<file path="config.mk">
export PLATFORM = sky130hd
export DESIGN_NAME = stack_player
export DESIGN_NICKNAME = d
export VERILOG_FILES = /design/src/rtl/stack_player.sv
export SDC_FILE = /design/constraint.sdc
export NUM_CORES = 1
export LEC_CHECK = 0
export ABC_AREA = 1
export CORE_MARGIN = 5
export CORE_UTILIZATION = 45
export CTS_BUF_LIST = sky130_fd_sc_hd__clkbuf_4
export DETAILED_ROUTE_END_ITERATION = 8
export HOLD_SLACK_MARGIN = 0.08
export PLACE_DENSITY_LB_ADDON = 0.1
export SKIP_LAST_GASP = 1
export SLEW_MARGIN = 20
export SYNTH_ARGS = -nofsm -noshare
export SYNTH_HDL_FRONTEND = slang
export SYNTH_SLANG_ARGS = --single-unit
</file>
<file path="constraint.sdc">
create_clock -name clk -period 3.1 [get_ports clk]
set_input_delay 0.465 -clock clk [delete_from_list [all_inputs] [get_ports clk]]
set_output_delay 0.465 -clock clk [all_outputs]
set_load 0.02 [all_outputs]
</file>
<file path="src/rtl/stack_player.sv">
// rtl/stack_player.sv - drains a pop-only stack into a paced DAC sample stream
//
// Ports:
//   clk             rising-edge clock
//   rst             synchronous active-high reset
//   start           begin draining (honoured in IDLE only)
//   abort           return to IDLE on the next edge, no done pulse
//   period [15:0]   clk cycles per output sample (0 behaves as 1)
//   stack_data      stack read data, valid the cycle after a pop
//   stack_empty     stack empty flag
//   stack_enable    stack enable strobe (registered)
//   stack_operation stack operation, always 0 (pop)
//   sample_out      current waveform sample (registered)
//   sample_valid    one-cycle pulse when sample_out updates
//   busy            high whenever not IDLE
//   done            one-cycle pulse after normal completion
//
// Build option: PLAYER_HOLD_LAST_EN keeps the last sample on sample_out while
// idle; otherwise sample_out returns to 0x0000 on the edge entering IDLE.
module stack_player (
   input  logic        clk,
   input  logic        rst,
   input  logic        start,
   input  logic        abort,
   input  logic [15:0] period,
   input  logic [15:0] stack_data,
   input  logic        stack_empty,
   output logic        stack_enable,
   output logic        stack_operation,
   output logic [15:0] sample_out,
   output logic        sample_valid,
   output logic        busy,
   output logic        done
);

   typedef enum logic [2:0] {
      IDLE  = 3'd0,
      POP   = 3'd1,
      LATCH = 3'd2,
      HOLD  = 3'd3,
      FIN   = 3'd4
   } state_t;

   state_t      state;
   logic [15:0] counter;
   logic [15:0] idle_sample;

   // Value sample_out takes on the edge that enters IDLE.
`ifdef PLAYER_HOLD_LAST_EN
   assign idle_sample = sample_out;
`else
   assign idle_sample = 16'h0000;
`endif

   assign stack_operation = 1'b0;
   assign busy            = (state != IDLE);

   always_ff @(posedge clk) begin
      if (rst) begin
         state        <= IDLE;
         counter      <= 16'h0000;
         sample_out   <= 16'h0000;
         sample_valid <= 1'b0;
         stack_enable <= 1'b0;
         done         <= 1'b0;
      end else begin
         sample_valid <= 1'b0;
         stack_enable <= 1'b0;
         done         <= 1'b0;
         if ((state != IDLE) && abort) begin
            // A pop already strobed in POP still happens; its word is never latched.
            state      <= IDLE;
            sample_out <= idle_sample;
         end else begin
            case (state)
               IDLE: begin
                  if (start) begin
                     if (stack_empty) begin
                        state <= FIN;
                     end else begin
                        state        <= POP;
                        stack_enable <= 1'b1;
                     end
                  end
               end
               POP: begin
                  state <= LATCH;
               end
               LATCH: begin
                  sample_out   <= stack_data;
                  sample_valid <= 1'b1;
                  // HOLD lasts max(period,1) cycles; with POP and LATCH the
                  // spacing between samples is max(period,1)+2.
                  counter      <= (period == 16'h0000) ? 16'h0000 : period - 16'h0001;
                  state        <= HOLD;
               end
               HOLD: begin
                  if (counter == 16'h0000) begin
                     if (stack_empty) begin
                        state <= FIN;
                     end else begin
                        state        <= POP;
                        stack_enable <= 1'b1;
                     end
                  end else begin
                     counter <= counter - 16'h0001;
                  end
               end
               FIN: begin
                  done       <= 1'b1;
                  state      <= IDLE;
                  sample_out <= idle_sample;
               end
               default: begin
                  state <= IDLE;
               end
            endcase
         end
      end
   end

endmodule

</file>
# Word level (Yosys, flattened, before mapping)
# Cells that the tools add are included.
# op_classes
reduce_logical	10
n_addsub	2
bitwise_logic	1
mux	14
eq_ne	7
# ops
op	count
$pmux 16 s2	2
$logic_not 16->1	2
$mux 16	2
$sub 16x1->16 const B	2
$pmux 3 s4	1
$mux 3	3
$eq 3x2->1 const B	2
$ne 2x2->1 const B	3
$mux 1	5
$reduce_bool 2->1	2
$eq 3x1->1 const B	1
$eq 3x3->1 const B	1
$logic_not 3->1	1
$reduce_and 3->1	1
$reduce_bool 3->1	1
$pmux 1 s2	1
$reduce_and 2->1	1
$reduce_or 2->1	1
$logic_and 1x1->1	1
$not 1->1	1
# totals
output_inout_bits	21
elab_cells	40
register_bits	38

# Depth between registers and ports, before layout
# Gate-level depths: netlist of the first run.
# logic_depth
ltp_word	4
ltp_mapped	11
mapped_depth_nobuf	11

# Worst setup path after synthesis of the first run
# Ideal clock, no wire load.
# synth_path
path_kind	in2reg
start	input port period[0]
end	register counter[5]
path_slack_ps	1517
stages	11
t_arrival_ps	1466
required_ps	2983
path_cell_list	inv_1 -> ha_1 -> nand2_1 -> nor2_1 -> nand3_1 -> nand2_2 -> inv_2 -> nand2_1 -> nand2_1 -> nor2_1 -> nor2_1
# synth_between
elab_chain_len	3
word_cells_on_any_way	4
# synth_rtl
item	line	source
from (decl)	25	input logic [15:0] period,
$sub 16x1->16 or $logic_not 16->1 (tied branches)	94	counter <= (period == 16'h0000) ? 16'h0000 : period - 16'h0001;
$mux 16 (*)	94	
$pmux 16 s2 (*)	75	case (state)
to (signal assigned)	94	
to (signal assigned)	106	counter <= counter - 16'h0001;
to (decl)	45	logic [15:0] counter;
# Every way passes the cells marked *; elsewhere a longest branch is shown, timed or not.
# A chain may end at the register's enable or synchronous reset.

# Worst setup path in the final report of the first run
# layout_path
start	register state[2]
end	output port busy
# layout_between
elab_chain_len	1
# layout_rtl
item	line	source
from (decl)	44	state_t state;
from (signal assigned)	60	state <= IDLE;
from (signal assigned)	72	state <= IDLE;
from (signal assigned)	79	state <= FIN;
$reduce_bool 3->1	56	assign busy = (state != IDLE);
to (decl)	32	output logic busy,
# No other way between the ends.

==> impl_results.md, run 1 <==
- Minimum clock period: 2097 ps
- Final Hold Viols: 0
- Remaining DRCs: 0
- RSZ-0062 raised after global routing: false
- Placement Cell Area: 3158 µm²
- Top Family by Delay on Critical Path: buffers and inverters
- Synth Area per Inst: 6.602 µm²
- Post-synthesis mux area share: 0%
- Grt total ovfl: 0
- Reg2Reg Depth: 8
- Pin count of the biggest net entering global routing: 20
- Synthesis warning total: 0
- Drt pass-1 iters: 4
- Setup TNS: 0 ps
- WP data required: 2630 ps
- Chip Height: 85.74 µm
- Post-synthesis cell type count: 38
- Clock sink count: 38
- Avg Vias per Cell: 4.763
- Antenna diodes: 0
- Synth Area in XOR/XNOR: 3.393%
- Max Freq: 476.8 MHz
- Area growth syn-to-layout: 26.27%
- Skew-Pair Late Insertion Delay: 350 ps
- Io pins: 58
- Seq cells post-synth: 38
- Simple-gate portion of the synthesized area: 41.98%
- CP Launch Type: flip-flop
- Setup violations, final: 0
- R2R setup slack: 1420 ps
- Hold path depth: 2
- Crit path max-delay cell type: clkdlybuf4s50_1
- Seq/Total Area, Yosys: 29.47%
- First-pass GRT wire length: 10,090 µm
- CTS Hold Bufs: 0
- Largest family of logic cells by synthesized area: simple AND/OR/NAND/NOR gates
- Total Nets Final: 487
- Layout Utilization: 58.83%
- DR WL/cell: 11.27 µm
- Hold Crit Endpoint: sample_out[3]$_SDFFE_PP0P_
- Tightest Hold Check Type: flip-flop to flip-flop
- IO Port Bufs: 56
- Clock Tree Buf Depth: 2
- Die area: 7350 µm²
- Routability cong.: 0.8748
- Syn Std Cell Area: 2581 µm²
- Maximum vdd ir drop: 0.0002285 V
- Crit-path cells: inv_2 -> nand2_4 -> clkdlybuf4s50_1
- CTS resizes: 0
- Most frequent cells in the layout: nand2_1 (97), nor2_1 (66), clkdlybuf4s50_1 (56)
- Vias in the first global route: 2,290
- Clock root buffer: clkbuf_4
- CTS buffer count: 5
- Commonest non-fill, non-tap cell in the layout: nand2_1
- Final Cycle Share: 67.65%
- Max incr delay on CP: 610 ps
- Synth Net Count: 431
- Floorplan core area: 5540 µm²
- Max FO, Critical Path: 5
- Clock skew: 15.48 ps
- Share of cells above drive strength 1: 12.05%
- Max Cap Viol: 0
- Post-DP HPWL: 4548 µm
- Fraction of the mapped netlist area in compound gates: 11.88%
- CP Data Arrival Time: 1630 ps
- CTS tree: done
- Final instance area: 3259 µm²
- Leakage: 1.478 nW
- RR Startpoint: state[2]$_SDFFE_PP0P_
- Die W: 85.74 µm
- Leading register cell type out of synthesis: dfxtp_1
- H-tree Lvls: 2
- Final wirelength: 5861 µm
- Pins Over Slew Limit: 0
- Post-synth EDFFs: 0
- Via count: 2,477
- Clock-pin slew on the worst setup and hold paths: 130 ps
- Status: finished, final reports clean
- Pwr dens: 452.9 nW/µm²
- Initial antenna violation count: 0
- Post-synthesis async set-or-reset flop share: 0%
- Synth Area in Adders: 1.454%
- # rows: 27
- Hold path startpoint: sample_out[3]$_SDFFE_PP0P_
- Worst r2r dst: counter[0]$_SDFFE_PP0P_
- Crit Path Class: flip-flop to output pin
- Setup Fix Bufs, Post-CTS: 0
- Worst setup EP type: output pin
- Routed Antenna Nets: 0
- Gr usage total: 16.66%
- Post-synthesis cell count: 391
- Initial Util: 46.59%
- Iteration-0 DRC Markers: 73
- CP bufs+invs: 2
==> final cells by class <==
class                           count  area, µm²
Inverter                           58      227.7
Clock buffer                        5      37.54
Multi-Input combinational cell    288       1519
Timing Repair Buffer               56      560.5
Tap cell                           72      90.09
Clock inverter                      3      63.81
Sequential cell                    38      760.7
Fill cell                         577       2281
==> cell families (layout without fill, tap and decap cells) <==
logic type      after synthesis  after routing
buf+inv                      65            122
simple gates                224            224
flops                        38             38
fa+ha+maj                     3              3
xor+xnor                     10             10
other cells                   1              1
compound gates               50             50
==> through the flow <==
step / hold WS [ps] / worst slack (ps) / std cells / total power, W
after detailed placement: 447.6 / 916.4 / 512 / 0.001069
final: 466.5 / 1003 / 520 / 0.001476
after global routing: 484.9 / 944.7 / 520 / 0.001580
after floorplan: 483.7 / 1517 / 391 / 0.0009232
after global placement: 444.5 / 977.8 / 512 / 0.001063
after CTS: 467.4 / 1008 / 520 / 0.001489
==> flip-flops by register name, indices dropped and copies added, names as in the netlist <==
register	count
stack_enable	1
done	1
sample_valid	1
counter	16
sample_out	16
state	3
==> Yosys cell counts, types with 2 or more instances <==
cell type	instances	area share (%)
o21ai_0	14	2.7
nand3_2	4	1.6
ha_1	3	1.5
o21ai_2	10	3.4
dfxtp_1	38	29
inv_4	2	0.48
nand4_1	4	0.97
nand2_4	12	5.2
nand3_4	3	2.0
xnor2_1	3	1.0
nor2_1	66	9.6
inv_1	53	7.7
xor2_1	7	2.4
nand3_1	23	4.5
nor2_2	8	1.9
o21ai_1	12	2.3
inv_2	2	0.29
a21oi_1	10	1.9
nand2_1	97	14
buf_6	2	0.87
==> layer usage <==
layer / vias to the layer above / wire length, µm / track usage [%]
li1: 1329 / - / -
met1: 1073 / 2742 / 19.74
met2: 64 / 2680 / 29.45
met3: 11 / 354 / 3.554
met4: 0 / 83 / 6.043
met5: - / 0 / 0
==> where the power goes <==
part	internal, W	total, W	switching [W]
sequential	0.000522	0.000554	0.0000319
clock	0.000248	0.000420	0.000171
combinational	0.000202	0.000503	0.000301
total	0.000972	0.00148	0.000504
==> worst max path at each step <==
stage                                      from                       to  depth (start not counted)
after floorplan                       period[0]  counter[5]$_SDFFE_PP0P_                         11
final                     state[2]$_SDFFE_PP0P_                     busy                          3
after CTS                 state[2]$_SDFFE_PP0P_                     busy                          3
after global routing      state[2]$_SDFFE_PP0P_                     busy                          3
after global placement                period[0]  counter[5]$_SDFFE_PP0P_                         12
after detailed placement              period[0]  counter[5]$_SDFFE_PP0P_                         12
==> worst min-delay path, stage by stage, from the launching register on <==
cell,delay (ps)
dfxtp_1,320
inv_1,50
o21ai_1,60
No activity file was read; power rests on OpenSTA's default activity.
==> inputs of run 2 (changes only) <==
==> constraint.sdc (replaced) <==
create_clock -name clk -period 1.76 [get_ports clk]
set_input_delay 0.264 -clock clk [delete_from_list [all_inputs] [get_ports clk]]
set_output_delay 0.264 -clock clk [all_outputs]
set_load 0.02 [all_outputs]
==> run 2 against run 1 <==
Compared with the run above: count of clock-buffer cells in the layout unchanged; first-iteration DRC count rose by 68%; final area is 4.4% higher; sequential cell count unchanged; wire length shrank 0.46%; worst hold slack worse by 4.4 ps; worst setup slack got worse by 850 ps; critical path depth unchanged; non-clock buffer count is 19 higher; cell count rose by 3.7%; core utilization grew 2.6 points.
==> impl_results.md, run 2 (synthesis gave the netlist of run 1 again) <==
- Share of cells above drive strength 1: 16.06% (was 12.05%)
- Die W: 85.74 µm (unchanged)
- Maximum vdd ir drop: 0.0003704 V (was 0.0002285 V)
- Clock sink count: 38 (unchanged)
- Setup ws final: 157.6 ps (was 1003 ps)
- CP Launch Type: flip-flop (unchanged)
- Worst setup EP type: output pin (unchanged)
- Crit path max-delay cell type: dfxtp_1 (was clkdlybuf4s50_1)
- Internal power: 0.001730 W (was 0.0009721 W)
- Setup TNS: 0 ps (unchanged)
- Sw power: 0.0009007 W (was 0.0005041 W)
- WP data required: 1500 ps (was 2630 ps)
- RSZ-0062 raised after global routing: false (unchanged)
- Pins Over Slew Limit: 0 (unchanged)
- # rows: 27 (unchanged)
- Total Nets Final: 506 (was 487)
- Pwr dens: 773.0 nW/µm² (was 452.9 nW/µm²)
- Hold path startpoint: stack_data[0] (was sample_out[3]$_SDFFE_PP0P_)
- Avg Vias per Cell: 4.707 (was 4.763)
- CP Data Arrival Time: 1340 ps (was 1630 ps)
- Clock-pin slew on the worst setup and hold paths: 110 ps (was 130 ps)
- Worst r2r dst: counter[7]$_SDFFE_PP0P_ (was counter[0]$_SDFFE_PP0P_)
- Initial antenna violation count: 0 (unchanged)
- Final Hold Viols: 0 (unchanged)
- Io pins: 58 (unchanged)
- Max Cap Viol: 0 (unchanged)
- CTS tree: done (unchanged)
- Clk pwr share: 28.4% (about the same)
- Combinational share of power: 34.5% (was 34.1%)
- Skew-Pair Late Insertion Delay: 360 ps (was 350 ps)
- Switching share of power: 34.24% (was 34.15%)
- Clock Tree Buf Depth: 2 (unchanged)
- Final Power: 0.002631 W (was 0.001476 W)
- Drt pass-1 iters: 4 (unchanged)
- Clock root buffer: clkbuf_4 (unchanged)
- Setup violations, final: 0 (unchanged)
- Gr usage total: 17.02% (was 16.66%)
- Antenna diodes: 0 (unchanged)
- CTS Hold Bufs: 0 (unchanged)
- Grt total ovfl: 0 (unchanged)
- Top Family by Delay on Critical Path: flip-flops (was buffers and inverters)
- Iteration-0 DRC Markers: 123 (was 73)
- CP bufs+invs: 2 (unchanged)
- Most frequent cells in the layout: nand2_1 (97), nor2_1 (66), clkdlybuf4s50_1 (55) (was nand2_1 (97), nor2_1 (66), clkdlybuf4s50_1 (56))
- Post-placement worst setup slack: -124.7 ps (was 916.4 ps)
- Crit path from: state[2]$_SDFFE_PP0P_ (unchanged)
- CP endpoint: busy (unchanged)
- Post-DP HPWL: 4678 µm (was 4548 µm)
- DR WL/cell: 10.82 µm (was 11.27 µm)
- Initial Util: 46.59% (unchanged)
- Crit Path Class: flip-flop to output pin (unchanged)
- Minimum clock period: 1602 ps
- R2R setup slack: 250 ps (was 1420 ps)
- Final wirelength: 5834 µm (was 5861 µm)
- Final instance area: 3403 µm² (was 3259 µm²)
- RR Startpoint: counter[0]$_SDFFE_PP0P_ (was state[2]$_SDFFE_PP0P_)
- H-tree Lvls: 2 (unchanged)
- Die area: 7350 µm² (unchanged)
- Max Freq: 624.1 MHz
- IO Port Bufs: 56 (unchanged)
- Multi-input gate area: 1519 µm² (unchanged)
- Sequential share of power: 37.1% (was 37.5%)
- Remaining DRCs: 0 (unchanged)
- Status: finished, final reports clean (unchanged)
- Leakage: 1.574 nW (was 1.478 nW)
- Commonest non-fill, non-tap cell in the layout: nand2_1 (unchanged)
- Routability cong.: 0.8629 (was 0.8748)
- Placement Cell Area: 3301 µm² (was 3158 µm²)
- Vias in the first global route: 2,437 (was 2,290)
- Max incr delay on CP: 440 ps (was 610 ps)
- Area growth syn-to-layout: 31.85% (was 26.27%)
- Floorplan core area: 5540 µm² (unchanged)
- Routed Antenna Nets: 0 (unchanged)
- Filler cell count: 552 (was 577)
- Chip Height: 85.74 µm (unchanged)
- CTS buffer count: 5 (unchanged)
- Crit-path cells: inv_2 -> nand2_4 -> dlygate4sd2_1 (was inv_2 -> nand2_4 -> clkdlybuf4s50_1)
- Clock skew: 8.621 ps (was 15.48 ps)
- Reg2Reg Depth: 10 (was 8)
- Final Cycle Share: 91.04%
- First-pass GRT wire length: 10,250 µm (was 10,090 µm)
- Tightest Hold Check Type: input pin to flip-flop (was flip-flop to flip-flop)
- Max FO, Critical Path: 5 (unchanged)
- Via count: 2,537 (was 2,477)
- Levels on crit path: 3 (unchanged)
- Storage element area: 763.2 µm² (was 760.7 µm²)
- Pin count of the biggest net entering global routing: 20 (unchanged)
- Biggest regs: counter: 16 flops, sample_out: 16 flops, state: 3 flops (unchanged)
==> run 2: routing by layer <==
metal | GRT usage [%] | routed length, µm | vias up
met2 | 31.36 | 2705 | 81
met1 | 18.58 | 2560 | 1080
li1 | - | - | 1366
met5 | 0 | 0 | -
met3 | 3.266 | 452 | 10
met4 | 8.058 | 116 | 0
==> run 2: metrics by stage <==
step	hold WS, ps	util [%]	instances
floorplan	359.3	-	391
global placement	444.0	59.58	531
detailed placement	446.7	59.58	531
CTS	454.3	61.43	539
global route	467.0	61.43	539
finish	462.1	61.43	539
==> run 2: final cells by class <==
type	instances	area share [%]
Inverter	58	6.691
Sequential cell	38	22.43
Multi-Input combinational cell	288	44.63
Tap cell	72	2.647
Clock buffer	5	1.103
Timing Repair Buffer	75	20.63
Clock inverter	3	1.875
==> run 2: power groups by stage <==
stage	logic, W	clock network, W	registers, W
2_1_floorplan	0.000611	0	0.00102
3_3_place_gp	0.000909	0	0.000992
3_5_place_dp	0.000919	0	0.000995
4_1_cts	0.000917	0.000762	0.000977
5_1_grt	0.00102	0.000799	0.000987
6_report	0.000908	0.000747	0.000976
==> run 2: worst register-to-register path: stages (launching register included) <==
cell and delay [ps]:
dfxtp_1 350, inv_1 120, ha_1 160, nand2_1 60
nor2_2 170, nand3_4 100, nand2_4 90, buf_4 200
nand2_1 70, nand2_1 60, a21oi_1 40
==> run 2: repair_timing <==
item | in CTS | in global routing
setup buffers | 0 | 0
gates resized for setup | 3 | 0
setup endpoints to repair | 1 | 0
==> run 2: worst min path at each step <==
stage | endpoint | slack, ps | depth (start not counted)
after floorplan | sample_out[10]$_SDFFE_PP0P_ | 360 | 2
after global placement | sample_out[2]$_SDFFE_PP0P_ | 440 | 2
after detailed placement | sample_out[3]$_SDFFE_PP0P_ | 450 | 2
after CTS | sample_out[0]$_SDFFE_PP0P_ | 450 | 3
after global routing | sample_out[0]$_SDFFE_PP0P_ | 470 | 3
final | sample_out[0]$_SDFFE_PP0P_ | 460 | 3
